File: src/rtl/seven_seg_scan_pkg.sv
// Shared constants and helpers for the multiplexed seven-segment display driver.
// Segment byte layout is {a,b,c,d,e,f,g,dp}, all active low.
package seven_seg_scan_pkg;

    localparam logic [7:0] SEG_BLANK = 8'hFF;

    // Bit positions inside the 8-bit segment byte
    localparam int SEG_A  = 7;
    localparam int SEG_B  = 6;
    localparam int SEG_C  = 5;
    localparam int SEG_D  = 4;
    localparam int SEG_E  = 3;
    localparam int SEG_F  = 2;
    localparam int SEG_G  = 1;
    localparam int SEG_DP = 0;

    // Active-low a..g patterns for each hex digit
    localparam logic [6:0] HEX7_0 = 7'b0000001;
    localparam logic [6:0] HEX7_1 = 7'b1001111;
    localparam logic [6:0] HEX7_2 = 7'b0010010;
    localparam logic [6:0] HEX7_3 = 7'b0000110;
    localparam logic [6:0] HEX7_4 = 7'b1001100;
    localparam logic [6:0] HEX7_5 = 7'b0100100;
    localparam logic [6:0] HEX7_6 = 7'b0100000;
    localparam logic [6:0] HEX7_7 = 7'b0001111;
    localparam logic [6:0] HEX7_8 = 7'b0000000;
    localparam logic [6:0] HEX7_9 = 7'b0000100;
    localparam logic [6:0] HEX7_A = 7'b0001000;
    localparam logic [6:0] HEX7_B = 7'b1100000;
    localparam logic [6:0] HEX7_C = 7'b0110001;
    localparam logic [6:0] HEX7_D = 7'b1000010;
    localparam logic [6:0] HEX7_E = 7'b0110000;
    localparam logic [6:0] HEX7_F = 7'b0111000;

    function automatic logic [6:0] hex7(input logic [3:0] nibble);
        case (nibble)
            4'h0:    return HEX7_0;
            4'h1:    return HEX7_1;
            4'h2:    return HEX7_2;
            4'h3:    return HEX7_3;
            4'h4:    return HEX7_4;
            4'h5:    return HEX7_5;
            4'h6:    return HEX7_6;
            4'h7:    return HEX7_7;
            4'h8:    return HEX7_8;
            4'h9:    return HEX7_9;
            4'hA:    return HEX7_A;
            4'hB:    return HEX7_B;
            4'hC:    return HEX7_C;
            4'hD:    return HEX7_D;
            4'hE:    return HEX7_E;
            default: return HEX7_F;
        endcase
    endfunction

    // Counter width that still works for a count of one
    function automatic int width_of(input int n);
        return (n > 1) ? $clog2(n) : 1;
    endfunction

endpackage

File: src/rtl/seven_seg_scan_hex_to_seg.sv
// Combinational hex nibble + decimal point to active-low segment byte.
module hex_to_seg
    import seven_seg_scan_pkg::*;
(
    input  logic [3:0] nibble,
    input  logic       dp,
    output logic [7:0] segments
);

    always_comb begin
        segments                = SEG_BLANK;
        segments[SEG_A:SEG_G]   = hex7(nibble);
        segments[SEG_DP]        = ~dp;
    end

endmodule

File: src/rtl/seven_seg_scan.sv
// Multiplexed N-digit seven-segment scanner with frame snapshots, per-digit
// blanking, optional leading-zero suppression and anti-ghosting dead time.
module seven_seg_scan
    import seven_seg_scan_pkg::*;
#(
    parameter int NUM_DIGITS       = 4,
    parameter int REFRESH_DIV      = 100000,
    parameter int BLANK_CYCLES     = 1000,
    parameter int LZ_SUPPRESS      = 0,
    parameter int ANODE_ACTIVE_LOW = 1
) (
    input  logic                      clk,
    input  logic                      rst,
    input  logic                      enable,
    input  logic [4*NUM_DIGITS-1:0]   value,
    input  logic [NUM_DIGITS-1:0]     dp_in,
    input  logic [NUM_DIGITS-1:0]     blank_in,
    output logic [NUM_DIGITS-1:0]     anodes,
    output logic [7:0]                segments,
    output logic                      frame_tick
);

    localparam int PRESC_W = width_of(REFRESH_DIV);
    localparam int IDX_W   = width_of(NUM_DIGITS);

    localparam logic [PRESC_W-1:0]    PRESC_LAST = PRESC_W'(REFRESH_DIV - 1);
    localparam logic [PRESC_W-1:0]    PRESC_OPEN = PRESC_W'(BLANK_CYCLES);
    localparam logic [IDX_W-1:0]      IDX_LAST   = IDX_W'(NUM_DIGITS - 1);
    localparam logic [NUM_DIGITS-1:0] ANODES_OFF = {NUM_DIGITS{ANODE_ACTIVE_LOW != 0}};

    logic [PRESC_W-1:0]      presc;
    logic [IDX_W-1:0]        idx;
    logic [4*NUM_DIGITS-1:0] snap_value;
    logic [NUM_DIGITS-1:0]   snap_dp;
    logic [NUM_DIGITS-1:0]   snap_blank;

    logic                    slot_end;
    logic                    frame_end;
    logic [NUM_DIGITS-1:0]   dark;
    logic                    zero_run;
    logic [3:0]              cur_nibble;
    logic                    cur_dp;
    logic                    cur_dark;
    logic [7:0]              cur_pattern;
    logic                    show;
    logic [NUM_DIGITS-1:0]   anodes_next;
    logic [7:0]              segments_next;

    assign slot_end  = (presc == PRESC_LAST);
    assign frame_end = slot_end && (idx == IDX_LAST);

    // Prescaler and digit index; both parked at zero while disabled
    // NOTE: sequential state uses non-blocking assignments so every register
    // samples the pre-edge values, independent of process ordering.
    always_ff @(posedge clk or posedge rst) begin
        if (rst) begin
            presc <= '0;
            idx   <= '0;
        end else if (!enable) begin
            presc <= '0;
            idx   <= '0;
        end else if (slot_end) begin
            presc <= '0;
            idx   <= (idx == IDX_LAST) ? '0 : idx + IDX_W'(1);
        end else begin
            presc <= presc + PRESC_W'(1);
        end
    end

    // Frame snapshot: follows the inputs while idle, otherwise reloads only at
    // the last cycle of the last slot so a frame never mixes old and new data.
    // NOTE: the snapshot is a handful of flops, not a RAM, so it is reset to a
    // known value; nothing stale can reach the display after reset.
    always_ff @(posedge clk or posedge rst) begin
        if (rst) begin
            snap_value <= '0;
            snap_dp    <= '0;
            snap_blank <= '0;
        end else if (!enable || frame_end) begin
            snap_value <= value;
            snap_dp    <= dp_in;
            snap_blank <= blank_in;
        end
    end

    // A digit is dark when forced, or when it belongs to the zero run at the top
    // of the number (digit 0 excluded so a zero value still reads "0").
    // NOTE: every signal assigned in always_comb gets a default first, so no
    // path leaves it unassigned and no latch is inferred.
    always_comb begin
        dark     = snap_blank;
        zero_run = 1'b1;
        for (int i = NUM_DIGITS - 1; i >= 0; i--) begin
            zero_run = zero_run && (snap_value[4*i +: 4] == 4'h0);
            if ((LZ_SUPPRESS != 0) && (i > 0) && zero_run) begin
                dark[i] = 1'b1;
            end
        end
    end

    always_comb begin
        cur_nibble = 4'h0;
        cur_dp     = 1'b0;
        cur_dark   = 1'b1;
        for (int i = 0; i < NUM_DIGITS; i++) begin
            if (idx == IDX_W'(i)) begin
                cur_nibble = snap_value[4*i +: 4];
                cur_dp     = snap_dp[i];
                cur_dark   = dark[i];
            end
        end
    end

    hex_to_seg u_hex_to_seg (
        .nibble   (cur_nibble),
        .dp       (cur_dp),
        .segments (cur_pattern)
    );

    // Dead time at the start of each slot keeps the previous digit's pattern
    // from ghosting onto the newly selected anode.
    assign show          = enable && (presc >= PRESC_OPEN) && !cur_dark;
    assign anodes_next   = show ? ((NUM_DIGITS'(1) << idx) ^ ANODES_OFF) : ANODES_OFF;
    assign segments_next = show ? cur_pattern : SEG_BLANK;

    always_ff @(posedge clk or posedge rst) begin
        if (rst) begin
            anodes     <= ANODES_OFF;
            segments   <= SEG_BLANK;
            frame_tick <= 1'b0;
        end else begin
            anodes     <= anodes_next;
            segments   <= segments_next;
            frame_tick <= enable && frame_end;
        end
    end

endmodule
File: config.mk
export PLATFORM = sky130hd
export DESIGN_NAME = seven_seg_scan
export DESIGN_NICKNAME = d
export VERILOG_FILES = /design/src/rtl/seven_seg_scan_pkg.sv /design/src/rtl/seven_seg_scan_hex_to_seg.sv /design/src/rtl/seven_seg_scan.sv
export SDC_FILE = /design/constraint.sdc
export NUM_CORES = 1
export LEC_CHECK = 0
export ABC_AREA = 0
export BUFFER_PORTS_ARGS = -buffer_cell sky130_fd_sc_hd__buf_2
export CORE_ASPECT_RATIO = 0.9
export CORE_UTILIZATION = 30
export CTS_BUF_LIST = sky130_fd_sc_hd__clkbuf_8
export DETAILED_ROUTE_END_ITERATION = 16
export GPL_TIMING_DRIVEN = 0
export PLACE_DENSITY = 0.55
export SLEW_MARGIN = 5
export SYNTH_ARGS = -nofsm -noshare
export SYNTH_HDL_FRONTEND = slang
export SYNTH_HIERARCHICAL = 1
export SYNTH_SLANG_ARGS = --single-unit
File: constraint.sdc
create_clock -name clk -period 3.76 [get_ports clk]
set_input_delay 0.188 -clock clk [delete_from_list [all_inputs] [get_ports clk]]
set_output_delay 0.188 -clock clk [all_outputs]
set_load 0.05 [all_outputs]
Yosys cells after proc, flatten, opt, wreduce, memory -nomap -nowiden. Memory sizes are Yosys's and may differ from the RTL's. Index checks and enable logic that the tools add are counted.

Add/subtract/negate cells: 2. Multiply operators: 0. Div/mod/pow operators: 0. $lt $le $gt $ge: 1. Eq/ne operators: 5. Shifts and indexed selects: 1. Mux-type cells: 19. Bitwise operators: 2. Reduce and logical (&&, ||, !) cells: 8.

Operators with widths (number): $mux W17 (2); $mux W4 (5); $add A17 B1 Y17 const B (1); $eq A17 B17 Y1 const B (1); $ge A17 B10 Y1 const B (1); $mux W1 (8); $mux W8 (1); $mux W2 (3); $eq A2 B2 Y1 const B (2); $logic_and A1 B1 Y1 (4); $not A4 Y4 (1); $shl A1 B2 Y4 const A (1); $add A2 B1 Y2 const B (1); $eq A2 B1 Y1 const B (1); $logic_not A1 Y1 (2); $logic_not A2 Y1 (1); $ne A2 B1 Y1 const B (1); $logic_or A1 B1 Y1 (1); $not A1 Y1 (1).

Bits in registers: 56. Bits in latches: 0. RAM bits: 0. Memory bits (read-only): 112. Input port bits: 27. Output and inout port bits: 13. Logic and storage cells: 47. Memories: 1.

Memories: (no name shown) (words 16, width 7, read ports 1, clocked after Yosys merged registers in 0, write ports 0, RTL line seven_seg_scan_pkg.sv:36) `case (nibble)`.

Depth between registers and ports, before layout.
Word-level depth: 8. Mapped depth: 13. Gate-level depth less buffers: 12.

Modules after synthesis. Netlist, hierarchy kept.

Modules (own cells, without submodules): seven_seg_scan (times used 1, cells an instance 230, area an instance 2730.1 sq um, seq. area each 1416.4 sq um); hex_to_seg (times used 1, cells an instance 34, area an instance 272.8 sq um, seq. area each 0.0 sq um).

Least setup slack after synthesis. Ideal clock, no wire load.

Kind: flip-flop to flip-flop. Start: register idx[0]. End: register segments[4]. Library setup time: 0.082 ns. Arrival: 2.792 ns. Required time: 3.678 ns. Setup slack: 0.886 ns. Cell stages (with the launch flop): 12. Buffers on the path: 1. Clock period less this slack: 2.874 ns. Cell sequence: dfrtp_1 ha_1 clkbuf_1 nand3b_1 a21oi_1 a21oi_1 o21ai_0 inv_1 ha_1 inv_1 mux4_2 or2_1.

Elaborated cells on any way between the ends: 16. Classes of those cells: eq/ne (3); mux (9); reduce/logical (3); memory (1).

RTL lines: start, declared (RTL line seven_seg_scan.sv:32) `logic [IDX_W-1:0] idx;`; start signal, assigned (RTL line seven_seg_scan.sv:64) `idx <= (idx == IDX_LAST) ? '0 : idx + IDX_W'(1);`; $logic_not A2 Y1 (RTL line seven_seg_scan.sv:106) `if (idx == IDX_W'(i)) begin`; $mux W4 (3 in a row) (RTL line seven_seg_scan.sv:106); $mux W4 * (RTL line seven_seg_scan.sv:106); named net cur_nibble[0] (RTL line seven_seg_scan.sv:41) `logic [3:0] cur_nibble;`; $mem_v2 Z16 W7 *; named net cur_pattern[4] (RTL line seven_seg_scan.sv:44) `logic [7:0] cur_pattern;`; $mux W8 * (RTL line seven_seg_scan.sv:124) `assign segments_next = show ? cur_pattern : SEG_BLANK;`; named net segments_next[4] (RTL line seven_seg_scan.sv:47) `logic [7:0] segments_next;`; end signal, assigned (RTL line seven_seg_scan.sv:133) `segments <= segments_next;`; end, declared (RTL line seven_seg_scan.sv:19) `output logic [7:0] segments,`.

Mark *: on every way through the listed nets, which the timed path passes. The rest lies on a longest branch. A chain may end at the register's enable or synchronous reset.

Final worst setup path.
Start: register idx[1]. End: register segments[4].

Same word-level chain as after synthesis.

==> results.json <==
{
  "status": "finished with violations",
  "violations": "hold timing",
  "dpl_cell_area_um2": 3380,
  "yosysWarnings": 6,
  "syn_area_um2": 3000,
  "core_um2": 9700,
  "cp.required_ns": 4.00,
  "die_h_um": 96.9,
  "hold_path.class": "primary input to asynchronous set/reset pin",
  "crit_arrival_ns": 3.63,
  "synth-seq-cells": 56,
  "grt_max_degree": 34,
  "clock.fmax_mhz": 295,
  "hold_ws_ns": -0.0109,
  "setup-tns-final_ns": 0,
  "pre_cts_slack_ns": 0.335,
  "syn2layout_area_growth_pct": 15.9,
  "grt_pass1_wl_um": 10400,
  "antenna_found_initial": 0,
  "timing.final.ws_setup_ns": 0.375,
  "drt-total-wl_um": 5960,
  "cts_tree": "yes",
  "numPortBuffers": 39,
  "clock_latency_ns": 0.31,
  "core.rowCount": 34,
  "final_area_um2": 3480,
  "r2r-end": "segments[4]",
  "num_io_pins": 40,
  "crit_fanout": 10,
  "syn_inst": 264,
  "gp_congestion": 0.793,
  "worst_pin_slew_ns": 0.726,
  "reg2reg_from": "idx[1]",
  "grt_use_total_pct": 12.4,
  "maxSlewViolCount": 0,
  "route.detailed.drc": 0,
  "postCtsHoldBufs": 0,
  "grt_pass1_vias": 2067,
  "skew_ns": 0.0139,
  "cts_setup_buffers": 0,
  "cap_violations": 0,
  "path_clk_slew_ns": 0.10,
  "cp-start-kind": "flip-flop",
  "crit_path_start": "idx[1]",
  "syn_area_per_cell_um2": 11.4,
  "synth_nets": 304,
  "cp-end-kind": "flip-flop",
  "clock_sinks": 56,
  "ys_seq_area_share_pct": 47.2,
  "n_antenna_cell": 0,
  "irDropWorstVdd_v": 0.000225,
  "wire_per_inst_um": 13.6,
  "cts-buffers-inserted": 5,
  "max_slew_margin_pct": 51.6,
  "via_per_inst": 4.66,
  "start_util_pct": 31.0,
  "fin_crit_ns": 3.38,
  "fin_nets": 351,
  "power-per-cell-area_nw_per_um2": 335,
  "h-tree-depth": 2,
  "rsz0062_at_grt": "false",
  "cts_root_buf": "clkbuf_8",
  "cts_buffer_depth": 2,
  "ant_nets": 0,
  "vias": 2042,
  "worst-r2r-setup-slack_ns": 0.38,
  "drive_above_1_share_pct": 32.4,
  "setup_viol": 0,
  "r2r_cells": 12,
  "hpwl_um": 4470,
  "n_fill_cell": 985,
  "drtPass1Iterations": 5,
  "grt_overflow": 0,
  "yosys.cell_types.count": 47,
  "p_leak_nw": 1.51,
  "dr.first_iter.drc_count": 84,
  "hold_viol": 21,
  "crit_type": "flip-flop to flip-flop",
  "die_x_um": 107,
  "die_area_um2": 10400,
  "period_share_pct": 90.0
}
[flip-flops by register name, summed over array words and instances, names as in the netlist]
register	flops
presc	17
snap_value	16
segments	8
anodes	4
dark	4
snap_dp	4
idx	2
frame_tick	1
[synth_stat cells, drive strengths merged]
| cell | count | area [um2] |
|---|---|---|
| nor4bb | 1 | 10.0 |
| nor2 | 23 | 86.3 |
| and3 | 2 | 13.8 |
| nand3 | 6 | 30.0 |
| mux4 | 1 | 22.5 |
| nand2 | 20 | 75.1 |
| nand4 | 8 | 50.1 |
| a21boi | 3 | 33.8 |
| dfstp | 12 | 315 |
| nand2b | 2 | 12.5 |
| xnor2 | 11 | 96.3 |
| nor4b | 1 | 15.0 |
| xor2 | 4 | 35.0 |
| nor3b | 1 | 7.51 |
| o31a | 1 | 8.76 |
| o21ai | 7 | 35.0 |
| nor4 | 6 | 52.6 |
| buf | 7 | 80.1 |
| nor2b | 1 | 6.26 |
| nand3b | 5 | 37.5 |
| ha | 13 | 163 |
| dfrtp | 44 | 1100 |
| and4 | 3 | 28.8 |
| inv | 13 | 48.8 |
| and4b | 1 | 10.0 |
| nor3 | 5 | 25.0 |
| a32o | 1 | 10.0 |
| a21oi | 12 | 60.1 |
| or2 | 11 | 68.8 |
| clkbuf | 5 | 20.0 |
| mux2i | 6 | 60.1 |
| or3 | 1 | 6.26 |
| mux2 | 24 | 345 |
| o311ai | 1 | 16.3 |
| o2111ai | 1 | 8.76 |
| o211ai | 1 | 7.51 |
[cell usage in the layout, fill, tap and decap left out, types with 2 or more instances in the layout]
cell type / count
dfrtp_1: 44
buf_2: 41
nor2_1: 23
mux2_4: 20
nand2_1: 20
ha_1: 13
inv_1: 12
a21oi_1: 12
dfstp_2: 12
xnor2_1: 11
or2_1: 10
nand4_1: 8
nand3_1: 6
clkbuf_8: 6
mux2i_1: 6
nand3b_1: 5
nor3_1: 5
nor4_1: 5
clkbuf_1: 4
o21ai_0: 4
xor2_1: 4
mux2_2: 4
o21ai_1: 3
buf_6: 2
and4_1: 2
buf_12: 2
a21boi_0: 2
nand2b_1: 2
[worst max-delay path: stages, from the launching register on]
cell and delay (ns):
dfrtp_1 0.43, inv_1 0.09, ha_1 0.21, clkbuf_1 0.34
nand2_1 0.10, a21oi_1 0.18, a21oi_1 0.09, o21ai_0 0.58
inv_1 0.22, ha_1 0.34, inv_1 0.05, mux4_2 0.45
or2_1 0.24
[where the power goes]
part / switching (mW) / internal [mW]
Combinational: 0.0768 / 0.0880
Sequential: 0.0190 / 0.631
Clock: 0.198 / 0.151
[cells by family after synthesis]
| family | Yosys count | synth area share [%] |
|---|---|---|
| AND/OR/NAND/NOR | 97 | 17.8 |
| flip-flops | 56 | 47.2 |
| AO/OA/AOI/OAI | 27 | 6.00 |
| multiplexers | 31 | 14.2 |
| adder cells (fa/ha/maj) | 13 | 5.42 |
| buffers and inverters | 25 | 4.96 |
| XOR/XNOR | 15 | 4.37 |
[metal layers]
layer,track usage (%),vias up,part of all wire [%]
met5,0,-,0
met4,2.21,0,0.60
met3,2.16,2,3.7
met2,19.0,35,45
met1,18.4,1004,51
li1,-,1001,-
[worst max-delay path by stage]
| stage | slack, ns | end |
|---|---|---|
| 5_1_grt | 0.11 | segments[4] |
| 3_3_place_gp | 0.44 | segments[4] |
| 2_1_floorplan | 0.89 | segments[4] |
| 6_report | 0.38 | segments[4] |
| 3_5_place_dp | 0.34 | segments[4] |
| 4_1_cts | 0.30 | segments[4] |
[area by class of cell]
type	count	area, um2	area share (%)
plain buffers	12	100	2.88
clock buffers	6	82.6	2.37
clock inverters	2	13.8	0.396
inverters	13	48.8	1.40
multi-input cells	183	1440	41.3
flip-flops and latches	56	1420	40.7
well taps	126	158	4.53
repair buffers	40	223	6.40
[stage by stage]
stage	hold WS, ns	power (mW)	cells	utilization [%]
after floorplan	0.272	0.778	264	-
after global placement	0.422	0.820	429	34.6
after detailed placement	0.372	0.828	430	34.9
after CTS	0.0293	1.18	438	35.9
after global routing	0.0643	1.23	438	35.9
final	-0.0109	1.16	438	35.9
[timing repair]
action,4_1_cts,5_1_grt
gates resized for setup,0,1
hold endpoints to repair,0,0
setup endpoints to repair,0,1
No activity file was read; power rests on OpenSTA's default activity.
